## src/rtl/mc_main_ctrl.sv

```systemverilog
// Multi-cycle MIPS main control FSM: sequences fetch/decode/execute/memory/write-back,
// drives datapath selects, ALUop and write enables, and counts retired instructions.
module mc_main_ctrl #(
  parameter logic [5:0] OP_RTYPE = 6'b000000,
  parameter logic [5:0] OP_LW    = 6'b100011,
  parameter logic [5:0] OP_SW    = 6'b101011,
  parameter logic [5:0] OP_BEQ   = 6'b000100,
  parameter logic [5:0] OP_J     = 6'b000010,
  parameter int         CNT_W    = 32
) (
  input  logic             clk,
  input  logic             rst,
  input  logic [5:0]       opcode,
  input  logic             mem_ready,
  output logic             IorD,
  output logic             MemRead,
  output logic             MemWrite,
  output logic             IRWrite,
  output logic             RegDst,
  output logic             MemtoReg,
  output logic             RegWrite,
  output logic             ALUSrcA,
  output logic [1:0]       ALUSrcB,
  output logic [1:0]       ALUop,
  output logic [1:0]       PCSrc,
  output logic             PCWrite,
  output logic             PCWriteCond,
  output logic [3:0]       state,
  output logic             halted,
  output logic [CNT_W-1:0] instr_count
);

  localparam logic [3:0] S_FETCH  = 4'd0;
  localparam logic [3:0] S_DECODE = 4'd1;
  localparam logic [3:0] S_MEMADR = 4'd2;
  localparam logic [3:0] S_MEMRD  = 4'd3;
  localparam logic [3:0] S_MEMWB  = 4'd4;
  localparam logic [3:0] S_MEMWR  = 4'd5;
  localparam logic [3:0] S_EXEC   = 4'd6;
  localparam logic [3:0] S_RWB    = 4'd7;
  localparam logic [3:0] S_BEQ    = 4'd8;
  localparam logic [3:0] S_JUMP   = 4'd9;
  localparam logic [3:0] S_HALT   = 4'd10;

  localparam logic [CNT_W-1:0] CNT_ONE = {{(CNT_W-1){1'b0}}, 1'b1};

  logic [3:0]       state_q, state_d;
  logic             is_lw_q, is_lw_d;
  logic [CNT_W-1:0] cnt_q, cnt_d;
  logic             retire;

  // Memory handshake: MemRead/MemWrite act as valid and are held steady while
  // mem_ready is low; the access completes in the cycle where both are high.
  always_comb begin
    state_d = state_q;
    is_lw_d = is_lw_q;
    retire  = 1'b0;
    case (state_q)
      S_FETCH:  if (mem_ready) state_d = S_DECODE;
      S_DECODE: begin
        is_lw_d = (opcode == OP_LW);
        if (opcode == OP_LW || opcode == OP_SW) state_d = S_MEMADR;
        else if (opcode == OP_RTYPE)            state_d = S_EXEC;
        else if (opcode == OP_BEQ)              state_d = S_BEQ;
        else if (opcode == OP_J)                state_d = S_JUMP;
        else                                    state_d = S_HALT;
      end
      S_MEMADR: state_d = is_lw_q ? S_MEMRD : S_MEMWR;
      S_MEMRD:  if (mem_ready) state_d = S_MEMWB;
      S_MEMWB: begin
        state_d = S_FETCH;
        retire  = 1'b1;
      end
      S_MEMWR: if (mem_ready) begin
        state_d = S_FETCH;
        retire  = 1'b1;
      end
      S_EXEC:   state_d = S_RWB;
      S_RWB, S_BEQ, S_JUMP: begin
        state_d = S_FETCH;
        retire  = 1'b1;
      end
      S_HALT:   state_d = S_HALT;
      default:  state_d = S_FETCH;
    endcase
    cnt_d = retire ? cnt_q + CNT_ONE : cnt_q;
  end

  always_ff @(posedge clk) begin
    if (rst) begin
      state_q <= S_FETCH;
      is_lw_q <= 1'b0;
      cnt_q   <= '0;
    end else begin
      state_q <= state_d;
      is_lw_q <= is_lw_d;
      cnt_q   <= cnt_d;
    end
  end

  always_comb begin
    IorD        = 1'b0;
    MemRead     = 1'b0;
    MemWrite    = 1'b0;
    IRWrite     = 1'b0;
    RegDst      = 1'b0;
    MemtoReg    = 1'b0;
    RegWrite    = 1'b0;
    ALUSrcA     = 1'b0;
    ALUSrcB     = 2'b00;
    ALUop       = 2'b00;
    PCSrc       = 2'b00;
    PCWrite     = 1'b0;
    PCWriteCond = 1'b0;
    halted      = 1'b0;
    case (state_q)
      S_FETCH: begin
        MemRead = 1'b1;
        ALUSrcB = 2'b01;
        IRWrite = mem_ready;
        PCWrite = mem_ready;
      end
      S_DECODE: ALUSrcB = 2'b11;
      S_MEMADR: begin
        ALUSrcA = 1'b1;
        ALUSrcB = 2'b10;
      end
      S_MEMRD: begin
        MemRead = 1'b1;
        IorD    = 1'b1;
      end
      S_MEMWB: begin
        MemtoReg = 1'b1;
        RegWrite = 1'b1;
      end
      S_MEMWR: begin
        MemWrite = 1'b1;
        IorD     = 1'b1;
      end
      S_EXEC: begin
        ALUSrcA = 1'b1;
        ALUop   = 2'b10;
      end
      S_RWB: begin
        RegDst   = 1'b1;
        RegWrite = 1'b1;
      end
      S_BEQ: begin
        ALUSrcA     = 1'b1;
        ALUop       = 2'b01;
        PCSrc       = 2'b01;
        PCWriteCond = 1'b1;
      end
      S_JUMP: begin
        PCSrc   = 2'b10;
        PCWrite = 1'b1;
      end
      S_HALT:  halted = 1'b1;
      default: ;
    endcase
    // Reset abandons any in-flight access immediately, not on the next edge.
    if (rst) begin
      IorD        = 1'b0;
      MemRead     = 1'b0;
      MemWrite    = 1'b0;
      IRWrite     = 1'b0;
      RegDst      = 1'b0;
      MemtoReg    = 1'b0;
      RegWrite    = 1'b0;
      ALUSrcA     = 1'b0;
      ALUSrcB     = 2'b00;
      ALUop       = 2'b00;
      PCSrc       = 2'b00;
      PCWrite     = 1'b0;
      PCWriteCond = 1'b0;
      halted      = 1'b0;
    end
  end

  assign state       = state_q;
  assign instr_count = cnt_q;

endmodule

```

## config.mk

```make
export PLATFORM = sky130hd
export DESIGN_NAME = mc_main_ctrl
export DESIGN_NICKNAME = d
export VERILOG_FILES = /design/src/rtl/mc_main_ctrl.sv
export SDC_FILE = /design/constraint.sdc
export NUM_CORES = 1
export LEC_CHECK = 0
export CAP_MARGIN = 20
export CELL_PAD_IN_SITES_DETAIL_PLACEMENT = 0
export CELL_PAD_IN_SITES_GLOBAL_PLACEMENT = 1
export CORE_AREA = 2 2 79 81
export CTS_CLUSTER_DIAMETER = 120
export DETAILED_ROUTE_END_ITERATION = 10
export DIE_AREA = 0 0 81 83
export GPL_ROUTABILITY_DRIVEN = 0
export HOLD_SLACK_MARGIN = 0.06
export PLACE_DENSITY = 0.79
export RECOVER_POWER = 50
export SETUP_SLACK_MARGIN = 0.1
export SLEW_MARGIN = 20
export SYNTH_ARGS = -nofsm -noshare
export SYNTH_HDL_FRONTEND = slang
export SYNTH_SLANG_ARGS = --single-unit
```

## constraint.sdc

```tcl
create_clock -name clk -period 2.9 [get_ports clk]
set_clock_uncertainty 0.15 [all_clocks]
set_input_delay 0.58 -clock clk [delete_from_list [all_inputs] [get_ports clk]]
set_output_delay 0.58 -clock clk [all_outputs]
set_load 0.005 [all_outputs]
```

==> impl_metrics.csv <==
group,metric,value,unit
timing,finalSetupViolCount,0,
setup_path,crit_family,"buffers and inverters",
synthesis,synth.distinct_cells,48,
setup_path,cp.required,2170,ps
setup_path,crit_fanout,3,
setup_path,worstPathArrival,2040,ps
power_and_ir_drop,p_per_area,360,mW/mm²
synthesis,synth_top_family_by_area,"simple AND/OR/NAND/NOR gates",
cts,clkSlewWorstSetupHoldPaths,70,ps
layout,multi_input_comb_area,0.00121,mm²
synthesis,synth_edf_count,0,
die,coreArea,0.00582,mm²
die,die_height,83,µm
global_route,grt_max_degree,28,
synthesis,synth-simple-area-share,34.8,%
power_and_ir_drop,p_total,1.03,mW
synthesis,synth-compound-area-share,11.2,%
timing,fin_crit_sh,95.4,%
cts,cts_root_buffer,"clkbuf_8",
global_route,grt.overflow.total,0,
setup_path,cp-endpoint,"PCWrite",
timing,fin_setup_tns,0,ps
layout,design_area,0.00286,mm²
cts,cts_made_buffers,5,
cts,cts_setup_buffers,0,
layout,antennaDiodeCount,0,
routing,first_iter_violations,76,
setup_path,critPathLaunchType,"input port",
cts,cts_tree,"yes",
routing,via_per_inst,5.23,
global_route,grt_pass1_vias,1895,
die,die_width,81,µm
global_route,grt.total_usage,16.0,%
timing,maxSlewViolCount,0,
power_and_ir_drop,p_leak,1.10,nW
synthesis,ys_seq_area_share,36.6,%
synthesis,synth-xor-area-share,9.94,%
layout,fin_cells,392,
routing,vias,2049,
setup_path,reg2reg_to,"instr_count[31]",
setup_path,cp.depth,4,
synthesis,synthAdderAreaFrac,0.618,%
timing,relSlewSlack,63.4,%
global_route,grt_pass1_wl,8670,µm
worst_hold_path,hp-class,"flip-flop to flip-flop",
global_route,antenna_found_initial,0,
setup_path,slowest_stage,"dlygate4sd3_1",
synthesis,syn_nets,260,
synthesis,async_reset_ff_share,0,%
place,hpwl,3720,µm
die,die-area,0.00672,mm²
cts,clk_path_buf_depth,2,
cts,htree_num_levels,2,
setup_path,slowest_delay,590,ps
setup_path,regToRegSetupSlack,500,ps
setup_path,ff2ff_path_depth,5,
synthesis,ys_seq_elements,37,
cts,clk_latency,280,ps
routing,routed_wl,5140,µm
timing,min_period,2770,ps
layout,seqCellArea,741,µm²
die,ioPinCount,62,
synthesis,synth_area,0.00203,mm²
setup_path,crit_chain,"dlygate4sd3_1 -> nor4b_4 -> or2_4 -> clkdlybuf4s50_1",
outcome,status,"completed",
setup_path,critical_path_buf_inv_count,2,
routing,wire_per_inst,13.1,µm
synthesis,syn_inst,250,
place,placed_area,0.00275,mm²
layout,drive_above_1_share,9.46,%
setup_path,criticalPathCategory,"input port to output port",
timing,finalHoldViolCount,0,
setup_path,worstReg2RegStart,"state[2]",
timing,worstMarginPinSlew,548,ps
timing,fmax,362,MHz
routing,drc,0,
timing,rsz0062_at_grt,"false",
power_and_ir_drop,ir_drop,0.261,mV
synthesis,yosysWarningCount,0,
setup_path,worstSetupEndpointType,"output port",
place,place_ws,-78.5,ps
synthesis,synth_area_per_cell,8.10,µm²
die,start_util,34.8,%
die,num_rows,28,
layout,syn_to_final_growth,41.2,%
job,drv_cap,0,
setup_path,crit_start,"mem_ready",
timing,worst_slack,135,ps
cts,clock_sinks,37,
place,portBuffers,61,
routing,drt-pass1-iter-count,4,
place,dp_cells,385,
synthesis,synthMuxAreaShare,1.54,%
layout,final_util,49.2,%
layout,nNetsFinal,327,
synthesis,dominantRegCellSynth,"dfxtp_1",
layout,nFillCells,589,
routing,ant_nets,0,
timing,holdWs,348,ps
placed cells by master, fill, tap and decap left out, types with 2 or more instances in the layout:
cell / netlist / routed
dfxtp_1: 37 / 37
nor2_1: 36 / 35
dlygate4sd3_1: 0 / 35
clkdlybuf4s50_1: 0 / 25
a21oi_1: 18 / 18
nand2_1: 17 / 16
xor2_1: 16 / 16
nand4_1: 13 / 13
buf_4: 2 / 12
nand3_1: 9 / 9
nor3_1: 9 / 8
inv_1: 7 / 7
xnor2_1: 7 / 7
or4_1: 7 / 7
o31ai_1: 6 / 6
clkbuf_8: 0 / 6
and3_1: 5 / 5
o21ai_0: 5 / 5
or3_1: 5 / 4
nor3_2: 2 / 3
nor2b_1: 3 / 3
and4_1: 3 / 3
clkbuf_1: 7 / 3
nand2b_1: 1 / 2
or3b_1: 2 / 2
and2_1: 2 / 2
nor3b_1: 2 / 2
mux2i_1: 2 / 2
nor4_1: 2 / 2
flip-flops by register name (all words and copies together), names as in the netlist:
| name | flops |
|---|---|
| instr_count | 32 |
| is_lw_q | 1 |
| state | 4 |
how the worst min path moves through the flow:
| stage | end | slack [ps] | startpoint | cells after the start |
|---|---|---|---|---|
| after floorplan | instr_count[28] | 330 | instr_count[28] | 2 |
| after global placement | instr_count[28] | 330 | instr_count[28] | 2 |
| after detailed placement | instr_count[28] | 340 | instr_count[28] | 2 |
| after CTS | instr_count[28] | 350 | instr_count[28] | 2 |
| after global routing | instr_count[1] | 370 | instr_count[1] | 2 |
| final | instr_count[28] | 350 | instr_count[28] | 2 |
layout make-up:
cell class	count	area share (%)
clock buffer	7	3.02
inverter	7	0.919
multi-input combinational	191	42.2
sequential	37	25.9
tap	75	3.28
timing repair buffer	75	24.7
cells by family after synthesis:
| kind of cell | after synthesis |
|---|---|
| AND/OR/NAND/NOR | 126 |
| AO/OA/AOI/OAI | 38 |
| flip-flops | 37 |
| XOR/XNOR | 23 |
| buffers and inverters | 22 |
| multiplexers | 3 |
| adder cells (fa/ha/maj) | 1 |
cells in the mapped netlist (2+ instances only):
library cell | instances | area [µm²]
a21oi_1 | 18 | 90.1
and2_1 | 2 | 12.5
and3_1 | 5 | 31.3
and4_1 | 3 | 26.3
buf_2 | 3 | 15.0
buf_4 | 2 | 15.0
buf_6 | 2 | 22.5
clkbuf_1 | 7 | 26.3
dfxtp_1 | 37 | 741
inv_1 | 7 | 26.3
mux2i_1 | 2 | 20.0
nand2_1 | 17 | 63.8
nand3_1 | 9 | 45.0
nand4_1 | 13 | 81.3
nor2_1 | 36 | 135
nor2b_1 | 3 | 18.8
nor3_1 | 9 | 45.0
nor3_2 | 2 | 20.0
nor3b_1 | 2 | 15.0
nor4_1 | 2 | 12.5
o21ai_0 | 5 | 25.0
o31ai_1 | 6 | 45.0
or3_1 | 5 | 31.3
or3b_1 | 2 | 17.5
or4_1 | 7 | 52.6
xnor2_1 | 7 | 61.3
xor2_1 | 16 | 140
layer usage:
metal  routed length [µm]  vias to the layer above  share of wire, %  track usage, %
li1                     -                     1021                 -               -
met5                    0                        -                 0               0
met3                  275                        5               5.4            3.59
met4                   78                        0               1.5            5.55
met1                 2540                      965                49            21.5
met2                 2240                       58                44            25.2
power by group:
group | total, mW | switching [mW] | internal, mW
registers | 0.520 | 0.00633 | 0.513
logic | 0.151 | 0.0758 | 0.0748
clock network | 0.358 | 0.170 | 0.189
worst register-to-register path: stages (launching register included):
cell and delay (ps):
dfxtp_1 670, nor2b_1 260, a31o_1 270, nand2b_1 190
nor4_1 390, mux2_2 370
repair_timing:
item	CTS	global route
pin swaps	1	1
endpoints found under the setup margin	11	4
resized for setup	3	6
hold buffers	0	0
Power figures use the tool's default switching activity.
